## config.mk

```make
export PLATFORM = sky130hd
export DESIGN_NAME = bcd_accumulator_flat
export DESIGN_NICKNAME = d
export VERILOG_FILES = /design/src/rtl/bcd_accumulator_if.sv /design/src/rtl/bcd_accumulator.sv /design/src/flat_wrapper.sv
export SDC_FILE = /design/constraint.sdc
export NUM_CORES = 1
export LEC_CHECK = 0
export ABC_AREA = 0
export CELL_PAD_IN_SITES_DETAIL_PLACEMENT = 1
export CELL_PAD_IN_SITES_GLOBAL_PLACEMENT = 2
export CORE_UTILIZATION = 32
export CTS_BUF_LIST = sky130_fd_sc_hd__clkbuf_4 sky130_fd_sc_hd__clkbuf_8 sky130_fd_sc_hd__clkbuf_16
export CTS_CLUSTER_DIAMETER = 150
export DETAILED_ROUTE_END_ITERATION = 8
export GPL_TIMING_DRIVEN = 0
export MAX_ROUTING_LAYER = met4
export PLACE_DENSITY_LB_ADDON = 0.1
export SYNTH_ARGS = -nofsm -noshare
export SYNTH_HDL_FRONTEND = slang
export SYNTH_SLANG_ARGS = --single-unit
export TNS_END_PERCENT = 30
```

## constraint.sdc

```tcl
create_clock -name i_clk -period 4.69 [get_ports i_clk]
set_input_delay 0.938 -clock i_clk [delete_from_list [all_inputs] [get_ports i_clk]]
set_output_delay 0.938 -clock i_clk [all_outputs]
set_load 0.01 [all_outputs]
```

## src/rtl/bcd_accumulator_if.sv

```systemverilog
// +----------------------------------------------------------------------------+
// | Module   : bcd_accumulator_if                                              |
// | Brief    : Request/result bundle between operand logic and the BCD         |
// |            accumulator, with driver (master) and accumulator (slave) views.|
// | Revision : 1.0                                                             |
// +----------------------------------------------------------------------------+
`timescale 1ns/1ps
`default_nettype none

interface bcd_accumulator_if #(
  parameter int DIGITS = 4
);
  logic                  i_start;
  logic                  i_load;
  logic                  i_op;
  logic [4*DIGITS-1:0]   i_operand;
  logic                  o_busy;
  logic                  o_done;
  logic [4*DIGITS-1:0]   o_acc;
  logic                  o_carry;
  logic                  o_err;
  logic [8*DIGITS-1:0]   o_seg;

  modport master (
    output i_start, i_load, i_op, i_operand,
    input  o_busy, o_done, o_acc, o_carry, o_err, o_seg
  );

  modport slave (
    input  i_start, i_load, i_op, i_operand,
    output o_busy, o_done, o_acc, o_carry, o_err, o_seg
  );
endinterface

`default_nettype wire

```

## src/rtl/bcd_accumulator.sv

```systemverilog
// +----------------------------------------------------------------------------+
// | Module   : bcd_accumulator                                                 |
// | Brief    : N-digit sequential BCD add/subtract accumulator, one digit per  |
// |            clock, with registered leading-zero-blanked 7-segment outputs.  |
// | Revision : 1.0                                                             |
// +----------------------------------------------------------------------------+
`timescale 1ns/1ps
`default_nettype none

module bcd_accumulator #(
  parameter int DIGITS        = 4,
  parameter bit BLANK_LEADING = 1'b1
) (
  input  logic               i_clk,
  input  logic               i_rst,
  bcd_accumulator_if.slave   bus
);

  localparam int W     = 4 * DIGITS;
  localparam int IDX_W = (DIGITS > 1) ? $clog2(DIGITS) : 1;
  localparam logic [IDX_W-1:0] LAST_IDX = IDX_W'(DIGITS - 1);

  localparam logic [1:0] S_IDLE = 2'd0;
  localparam logic [1:0] S_RUN  = 2'd1;
  localparam logic [1:0] S_DONE = 2'd2;

  function automatic logic operand_valid(input logic [W-1:0] v);
    logic ok;
    ok = 1'b1;
    for (int k = 0; k < DIGITS; k++) begin
      if (v[4*k +: 4] > 4'd9) ok = 1'b0;
    end
    return ok;
  endfunction

  function automatic logic [6:0] seg7(input logic [3:0] d);
    case (d)
      4'd0:    seg7 = 7'h40;
      4'd1:    seg7 = 7'h79;
      4'd2:    seg7 = 7'h24;
      4'd3:    seg7 = 7'h30;
      4'd4:    seg7 = 7'h19;
      4'd5:    seg7 = 7'h12;
      4'd6:    seg7 = 7'h02;
      4'd7:    seg7 = 7'h78;
      4'd8:    seg7 = 7'h00;
      4'd9:    seg7 = 7'h10;
      default: seg7 = 7'h7F;
    endcase
  endfunction

  // Scan from the MSD down; a digit is blank until a nonzero digit has been seen.
  function automatic logic [8*DIGITS-1:0] seg_encode(input logic [W-1:0] v);
    logic [8*DIGITS-1:0] s;
    logic                nz;
    s  = '0;
    nz = 1'b0;
    for (int k = DIGITS - 1; k >= 0; k--) begin
      nz = nz | (v[4*k +: 4] != 4'd0);
      if (BLANK_LEADING && !nz && (k != 0)) s[8*k +: 8] = 8'hFF;
      else                                  s[8*k +: 8] = {1'b1, seg7(v[4*k +: 4])};
    end
    return s;
  endfunction

  logic [1:0]          state_q, state_d;
  logic [W-1:0]        acc_q, acc_d;
  logic                carry_q, carry_d;
  logic                err_q, err_d;
  logic                done_q, done_d;
  logic [8*DIGITS-1:0] seg_q, seg_d;
  logic [W-1:0]        work_q, work_d;
  logic [W-1:0]        opnd_q, opnd_d;
  logic                op_q, op_d;
  logic                c_q, c_d;
  logic [IDX_W-1:0]    idx_q, idx_d;
  logic                err_pend_q, err_pend_d;

  logic                w_valid;
  logic [3:0]          w_acc_dig;
  logic [3:0]          w_op_dig;
  logic [3:0]          w_b;
  logic [4:0]          w_s;
  logic                w_gt9;
  logic [3:0]          w_dig;
  logic [W-1:0]        w_work_upd;

  assign w_valid = operand_valid(bus.i_operand);

  always_ff @(posedge i_clk) begin : p_state_reg
    if (i_rst) state_q <= S_IDLE;
    else       state_q <= state_d;
  end

  always_comb begin : p_next_state
    state_d = state_q;
    case (state_q)
      S_IDLE: begin
        if (bus.i_load)       state_d = S_DONE;
        else if (bus.i_start) state_d = w_valid ? S_RUN : S_DONE;
      end
      S_RUN:   if (idx_q == LAST_IDX) state_d = S_DONE;
      S_DONE:  state_d = S_IDLE;
      default: state_d = S_IDLE;
    endcase
  end

  always_comb begin : p_fsm_out
    bus.o_busy = 1'b0;
    if (state_q != S_IDLE) bus.o_busy = 1'b1;
  end

  // Ten's complement subtract: b = 9 - op_k with the initial carry set to 1.
  always_comb begin : p_digit
    w_acc_dig  = '0;
    w_op_dig   = '0;
    w_work_upd = work_q;
    for (int k = 0; k < DIGITS; k++) begin
      if (idx_q == IDX_W'(k)) begin
        w_acc_dig = work_q[4*k +: 4];
        w_op_dig  = opnd_q[4*k +: 4];
      end
    end
    w_b   = op_q ? (4'd9 - w_op_dig) : w_op_dig;
    w_s   = {1'b0, w_acc_dig} + {1'b0, w_b} + {4'b0000, c_q};
    w_gt9 = (w_s > 5'd9);
    w_dig = w_gt9 ? 4'(w_s - 5'd10) : w_s[3:0];
    for (int k = 0; k < DIGITS; k++) begin
      if (idx_q == IDX_W'(k)) w_work_upd[4*k +: 4] = w_dig;
    end
  end

  // Every path goes through DONE, which commits work/c/err_pend uniformly;
  // loads and rejects preload those registers so the commit is a no-op where needed.
  always_comb begin : p_datapath
    acc_d      = acc_q;
    carry_d    = carry_q;
    err_d      = err_q;
    done_d     = 1'b0;
    work_d     = work_q;
    opnd_d     = opnd_q;
    op_d       = op_q;
    c_d        = c_q;
    idx_d      = idx_q;
    err_pend_d = err_pend_q;
    case (state_q)
      S_IDLE: begin
        if (bus.i_load && w_valid) begin
          work_d     = bus.i_operand;
          c_d        = 1'b0;
          op_d       = 1'b0;
          err_pend_d = 1'b0;
        end else if (!bus.i_load && bus.i_start && w_valid) begin
          opnd_d     = bus.i_operand;
          op_d       = bus.i_op;
          work_d     = acc_q;
          idx_d      = '0;
          c_d        = bus.i_op;
          err_pend_d = 1'b0;
        end else if (bus.i_load || bus.i_start) begin
          work_d     = acc_q;
          c_d        = carry_q;
          op_d       = 1'b0;
          err_pend_d = 1'b1;
        end
      end
      S_RUN: begin
        work_d = w_work_upd;
        c_d    = w_gt9;
        idx_d  = idx_q + 1'b1;
      end
      S_DONE: begin
        acc_d   = work_q;
        carry_d = op_q ? ~c_q : c_q;
        err_d   = err_pend_q;
        done_d  = 1'b1;
      end
      default: ;
    endcase
    seg_d = seg_encode(acc_d);
  end

  always_ff @(posedge i_clk) begin : p_datapath_reg
    if (i_rst) begin
      acc_q      <= '0;
      carry_q    <= 1'b0;
      err_q      <= 1'b0;
      done_q     <= 1'b0;
      seg_q      <= seg_encode('0);
      work_q     <= '0;
      opnd_q     <= '0;
      op_q       <= 1'b0;
      c_q        <= 1'b0;
      idx_q      <= '0;
      err_pend_q <= 1'b0;
    end else begin
      acc_q      <= acc_d;
      carry_q    <= carry_d;
      err_q      <= err_d;
      done_q     <= done_d;
      seg_q      <= seg_d;
      work_q     <= work_d;
      opnd_q     <= opnd_d;
      op_q       <= op_d;
      c_q        <= c_d;
      idx_q      <= idx_d;
      err_pend_q <= err_pend_d;
    end
  end

  assign bus.o_done  = done_q;
  assign bus.o_acc   = acc_q;
  assign bus.o_carry = carry_q;
  assign bus.o_err   = err_q;
  assign bus.o_seg   = seg_q;

endmodule

`default_nettype wire

```

## src/flat_wrapper.sv

```systemverilog
// flat-port wrapper written by rule: the top's interface ports become plain ports
module bcd_accumulator_flat 
#(
  parameter int DIGITS        = 4,
  parameter bit BLANK_LEADING = 1'b1
)
  (i_clk, i_rst, bus_i_start, bus_i_load, bus_i_op, bus_i_operand, bus_o_busy, bus_o_done, bus_o_acc, bus_o_carry, bus_o_err, bus_o_seg);
  bcd_accumulator_if #(.DIGITS(DIGITS)) bus_i ();
  input  logic i_clk;
  input  logic i_rst;
  input wire logic [$bits(bus_i.i_start)-1:0] bus_i_start;
  input wire logic [$bits(bus_i.i_load)-1:0] bus_i_load;
  input wire logic [$bits(bus_i.i_op)-1:0] bus_i_op;
  input wire logic [$bits(bus_i.i_operand)-1:0] bus_i_operand;
  output wire logic [$bits(bus_i.o_busy)-1:0] bus_o_busy;
  output wire logic [$bits(bus_i.o_done)-1:0] bus_o_done;
  output wire logic [$bits(bus_i.o_acc)-1:0] bus_o_acc;
  output wire logic [$bits(bus_i.o_carry)-1:0] bus_o_carry;
  output wire logic [$bits(bus_i.o_err)-1:0] bus_o_err;
  output wire logic [$bits(bus_i.o_seg)-1:0] bus_o_seg;
  assign bus_i.i_start = bus_i_start;
  assign bus_i.i_load = bus_i_load;
  assign bus_i.i_op = bus_i_op;
  assign bus_i.i_operand = bus_i_operand;
  assign bus_o_busy = bus_i.o_busy;
  assign bus_o_done = bus_i.o_done;
  assign bus_o_acc = bus_i.o_acc;
  assign bus_o_carry = bus_i.o_carry;
  assign bus_o_err = bus_i.o_err;
  assign bus_o_seg = bus_i.o_seg;
  bcd_accumulator #(.DIGITS(DIGITS), .BLANK_LEADING(BLANK_LEADING)) u_core (.i_clk(i_clk), .i_rst(i_rst), .bus(bus_i));
endmodule
```

=== Word level (Yosys, flattened, before mapping) ===
Memory sizes are Yosys's and may differ from the RTL's. A register that Yosys moved wholly into a read port is not among the register bits.
Cells that the tools add are included.

* Add/sub/neg operators: 5
* Magnitude comparators: 5
* Eq/ne operators: 13
* Multiplexer cells: 44
* Bitwise logic cells: 7
* Reductions and logical operators: 25

{| class="wikitable"
|+ Operators with widths
! kind !! number
|-
| $mux 16 || 4
|-
| $mux 4 || 14
|-
| $pmux 16 s2 || 1
|-
| $reduce_and 3->1 || 6
|-
| $gt 4x4->1 const B || 4
|-
| $mux 1 || 16
|-
| $mux 2 || 6
|-
| $reduce_bool 4->1 || 3
|-
| $ne 2x1->1 const B || 5
|-
| $pmux 2 s2 || 2
|-
| $eq 2x2->1 const B || 3
|-
| $reduce_and 2->1 || 3
|-
| $reduce_or 2->1 || 3
|-
| $add 4x4->5 || 1
|-
| $add 5x1->5 || 1
|-
| $gt 5x4->1 const B || 1
|-
| $not 1->1 || 5
|-
| $eq 2x1->1 const B || 2
|-
| $logic_not 2->1 || 2
|-
| $ne 4x1->1 const B || 1
|-
| $reduce_bool 2->1 || 2
|-
| $sub 4x4->4 const A || 1
|-
| $sub 4x4->4 const B || 1
|-
| $logic_and 1x1->1 || 3
|-
| 8 further kinds || 9
|}

* Register bits: 69
* ROM bits: 448
* Output and inout bits: 52
* Memories kept: 4

{| class="wikitable"
|+ Memories
! memory !! words !! bits a word !! read ports !! clocked after Yosys merged registers in !! wr ports !! RTL line !! RTL
|-
| (no name shown) || 16 || 7 || 1 || 1 || 0 || bcd_accumulator.sv:37 || <nowiki>case (d)</nowiki>
|-
| (no name shown) || 16 || 7 || 1 || 1 || 0 || bcd_accumulator.sv:37 ||
|-
| (no name shown) || 16 || 7 || 1 || 1 || 0 || bcd_accumulator.sv:37 ||
|-
| (no name shown) || 16 || 7 || 1 || 1 || 0 || bcd_accumulator.sv:37 ||
|}

=== Depth between registers and ports, before layout ===
Gate-level depths: netlist of run 1.

* Depth in word-level cells: 13
* Mapped depth: 21
* Gate-level depth less buffers: 20

=== Worst setup path after synthesis of run 1 ===
No wires, ideal clock.

* Path kind: register -> register
* Start point: reg u_core.idx_q[1]
* End point: reg u_core.work_q[10]
* Arrival: 3.803 ns
* Required time: 4.599 ns
* Setup slack: 0.796 ns
* Stages on the path, launching flop included: 21
* Path buffers: 1
* Cell sequence: dfxtp_1 inv_1 ha_1 clkbuf_1 inv_1 nand3_1 a21oi_1 a21oi_1 o21ai_0 xor2_1 fa_1 inv_1 fa_1 xor2_1 ha_1 nor2b_1 a31o_1 o311ai_4 mux2i_1 nand2_1 a311oi_1

* Cells in the longest elaborated chain, start to end: 13
* Elaborated cells between the ends (all ways): 23
* Those cells by class: 4 x add/sub; 1 x order compare; 4 x eq/ne; 12 x mux; 2 x reduce/logical

{| class="wikitable"
|+ Ends and longest elaborated chain
! what !! RTL line !! RTL
|-
| from (decl) || bcd_accumulator.sv:76 || <nowiki>logic [IDX_W-1:0] idx_q, idx_d;</nowiki>
|-
| from (signal assigned) || bcd_accumulator.sv:206 || <nowiki>idx_q <= idx_d;</nowiki>
|-
| $logic_not 2->1 || bcd_accumulator.sv:119 || <nowiki>if (idx_q == IDX_W'(k)) begin</nowiki>
|-
| $mux 4 (4 in a row) || bcd_accumulator.sv:119 ||
|-
| $sub 4x4->4 || bcd_accumulator.sv:124 || <nowiki>w_b = op_q ? (4'd9 - w_op_dig) : w_op_dig;</nowiki>
|-
| $mux 4 || bcd_accumulator.sv:124 ||
|-
| $add 4x4->5 || bcd_accumulator.sv:125 || <nowiki>w_s = {1'b0, w_acc_dig} + {1'b0, w_b} + {4'b0000, c_q};</nowiki>
|-
| $add 5x1->5 || bcd_accumulator.sv:125 ||
|-
| $sub 4x4->4 or $gt 5x4->1 (tied branches) || bcd_accumulator.sv:127, bcd_accumulator.sv:126 ||
|-
| $mux 4 || bcd_accumulator.sv:127 || <nowiki>w_dig = w_gt9 ? 4'(w_s - 5'd10) : w_s[3:0];</nowiki>
|-
| $mux 4 || bcd_accumulator.sv:129 || <nowiki>if (idx_q == IDX_W'(k)) w_work_upd[4*k +: 4] = w_dig;</nowiki>
|-
| $pmux 16 s2 || bcd_accumulator.sv:146 || <nowiki>case (state_q)</nowiki>
|-
| to (signal assigned) || bcd_accumulator.sv:202 || <nowiki>work_q <= work_d;</nowiki>
|-
| to (decl) || bcd_accumulator.sv:72 || <nowiki>logic [W-1:0] work_q, work_d;</nowiki>
|}

Parallel ways exist; a longest one is shown, timed or not. The select of a mux whose other input is x is not followed.
A chain may end at the register's enable or synchronous reset.

=== Final worst setup path of run 1 ===
* Start point: reg u_core.idx_q[1]
* End point: reg u_core.work_q[14]

Same word-level chain as after synthesis.

==> results of run 1 <==
placed cells by master, fill, tap and decap left out, types with 3 or more instances in the layout:
cell type	instances
a21oi_1	54
a21oi_2	5
a311oi_1	8
a311oi_2	4
a31o_2	4
a31oi_1	12
and3_1	17
buf_2	5
buf_4	5
buf_6	3
clkbuf_1	15
clkbuf_16	9
clkbuf_8	3
clkdlybuf4s50_1	67
conb_1	4
dfxtp_1	86
ha_1	27
inv_1	21
mux2i_1	17
mux2i_2	3
mux2i_4	4
nand2_1	91
nand2b_1	3
nand3_1	16
nor2_1	54
nor2b_1	5
nor3_1	5
nor3b_1	5
o21ai_0	18
o21ai_1	11
o21ai_2	4
xnor2_1	4
state kept, by name, summed over array words and instances, names as in the netlist:
register / cells
u_core.bus.o_carry: 1
u_core.bus.o_acc: 16
u_core.bus.o_err: 1
u_core.bus.o_done: 1
u_core.work_q: 16
u_core.err_pend_q: 1
u_core.state_q: 2
u_core.idx_q: 2
u_core.bus.o_seg: 28
u_core.c_q: 1
u_core.op_q: 1
u_core.opnd_q: 16
metal layers:
layer | part of all wire | vias to the layer above | track usage
li1 | - | 2078 | -
met1 | 0.48 | 2056 | 0.287
met2 | 0.47 | 77 | 0.355
met3 | 0.033 | 24 | 0.0288
met4 | 0.023 | 0 | 0.0869
met5 | 0 | - | -
cell usage after synthesis, drive strengths merged, types with 12 or more instances:
library cell,n
and3,18
nand3,16
ha,29
nor2,55
dfxtp,86
buf,15
a311oi,12
inv,23
a31oi,12
a21oi,59
nand2,93
clkbuf,19
o21ai,33
mux2i,24
through the flow:
stage / hold slack [ns] / TNS, ns / instances / power, mW / util
after floorplan: 0.431 / 0 / 560 / 1.07 / -
after global placement: 0.443 / -0.611 / 807 / 1.24 / 0.396
after detailed placement: 0.450 / -1.96 / 807 / 1.25 / 0.396
after CTS: 0.459 / 0 / 821 / 2.07 / 0.420
after global routing: 0.476 / 0 / 820 / 2.15 / 0.422
final: 0.457 / 0 / 820 / 2.05 / 0.422
path summary, 6_finish.rpt:
| kind | slack, ns | end | cells past startpoint |
|---|---|---|---|
| setup / recovery | 0.23 | u_core.work_q[14] | 18 |
| hold / removal | 0.46 | u_core.opnd_q[8] | 2 |
| setup reg to reg | 0.23 | u_core.work_q[14] | 18 |
| hold reg to reg | 0.46 | u_core.opnd_q[8] | 2 |
layout make-up:
class	instances	area share
inverters	23	0.0146
multi-input cells	417	0.457
repair buffers	67	0.113
clock inverters	3	0.0110
plain buffers	31	0.0298
flip-flops and latches	86	0.291
well taps	180	0.0380
clock buffers	13	0.0462
logic make-up after synthesis:
group | share of synthesized area
AOI/OAI and AO/OA | 0.197
DFF | 0.370
muxes | 0.0753
and+or+nand+nor | 0.200
adders and majority gates | 0.0866
buffers and inverters | 0.0586
xor gates and xnor gates | 0.0113
other | 0.000806
power by group:
group | internal, mW | switching [mW]
Sequential | 0.787 | 0.0354
Clock | 0.516 | 0.300
Combinational | 0.192 | 0.221
Total | 1.49 | 0.556
tightest hold or removal path, cell delays in order (launching register included):
cell,delay (ns)
dfxtp_1,0.31
nand2_1,0.05
a21oi_1,0.05
==> qor.yml, run 1 <==
run_status:
  status: "completed"
drt:
  antenna_left: 0
  drtIter0Drc: 137
  drt-total-wl_um: 15200
  viasPerCell: 5.16
  route.vias.total: 4235
  wl_per_cell_um: 18.6
  drc: 0
  drt-pass1-iter-count: 4
floorplan:
  io_pins: 73
  die_w_um: 123
  rows: 43
  dieArea_um2: 15000
  start_util: 0.331
  die-height_um: 123
  fp.coreArea_um2: 14000
critical_path:
  setup.worst_path.class: "register to register"
  max_stage_delay_ns: 0.46
  cp-startpoint: "u_core.idx_q[1]"
  required_ns: 4.94
  crit_arrival_ns: 4.71
  worst_path_max_delay_cell: "fa_1"
  crit_chain: "inv_1 -> ha_2 -> inv_2 -> and3_1 -> a21oi_1 -> nor2_1 -> a21oi_1 -> o21ai_0 -> fa_1 -> inv_1 -> fa_1 -> ha_1 -> nor2b_1 -> a31o_1 -> o311ai_4 -> mux2i_1 -> nand2_2 -> a311oi_2"
  cp_top_family: "adder cells"
  r2r-start: "u_core.idx_q[1]"
  path_max_fanout: 10
  end_kind: "register"
  cp-start-kind: "register"
  path_buf_inv: 3
layout:
  antennaDiodeCount: 0
  layout.nets: 687
  fill_cells: 1683
  multi_input_area_um2: 2710
  syn2layout_area_growth_pct: 27.3
  seqCellArea_um2: 1720
  final_cell_area_um2: 5930
  drive_above_1_share: 0.113
place:
  dpl_cell_area_um2: 5560
  hpwl_um: 11700
  io_buffers: 67
  place_congestion: 0.810
  place_ws_ns: -0.232
timing:
  finalSetupViolations: 0
  maxSlewHeadroom: 0.477
  postLayoutSetupSlackWorst_ns: 0.228
  skew_ns: 0.00798
  fmax_ghz: 0.224
  rsz0062_at_grt: "no"
  finalMaxSlewViolations: 0
  worstMarginPinSlew_ns: 0.784
  finalHoldViolCount: 0
  finalCritPeriodShare: 0.951
  period_minus_slack_ns: 4.46
min_path:
  hold_class: "register to register"
  min-delay-start: "u_core.opnd_q[8]"
clock_tree:
  cts_resized: 2
  clk_pin_slew_worst_paths_ns: 0.06
  clk_path_buf_depth: 2
  clkSinkCount: 86
  clk_latency_ns: 0.35
  cts_buffers: 9
  ctsHoldBuffers: 0
  clockRootBuffer: "clkbuf_16"
  htree_levels: 3
  post_cts_buffers: 0
  cts_tree: "built"
logic_synthesis:
  synth_ff_type: "dfxtp_1"
  ys_types: 62
  synth_area_um2: 4650
  synth_seq_cells: 86
  yosysTopAreaCell: "dfxtp_1"
  yosys.area.top_type_share: 0.370
  synth_edf_count: 0
  ys_warn_count: 0
  syn_inst: 557
  synth_area_leaders: "dfxtp_1 37%, ha_1 7.8%, nand2_1 7.4%"
  syn_avg_cell_area_um2: 8.35
  synth-seq-area-share: 0.370
  async_reset_ff_frac: 0
global_route:
  grt_pass1_wl_um: 24000
  antenna_found_initial: 0
  gr-total-overflow: 0
  grt_pass1_vias: 4351
  grt_max_degree: 14
  grt_use_total: 0.223
power_and_ir_drop:
  powerDensity_nw_per_um2: 346
  vdd_drop_max_v: 0.000158
  total_leakage_power_nw: 2.43
job:
  max-cap-violations: 0
Note: power is estimated with default switching activity, not from simulation.
==> inputs of run 2 (changes only) <==
HOLD_SLACK_MARGIN = 0.12   (was unset)
==> results of run 2 <==
The final DEF is identical to that of run 1; final timing and power are the same.
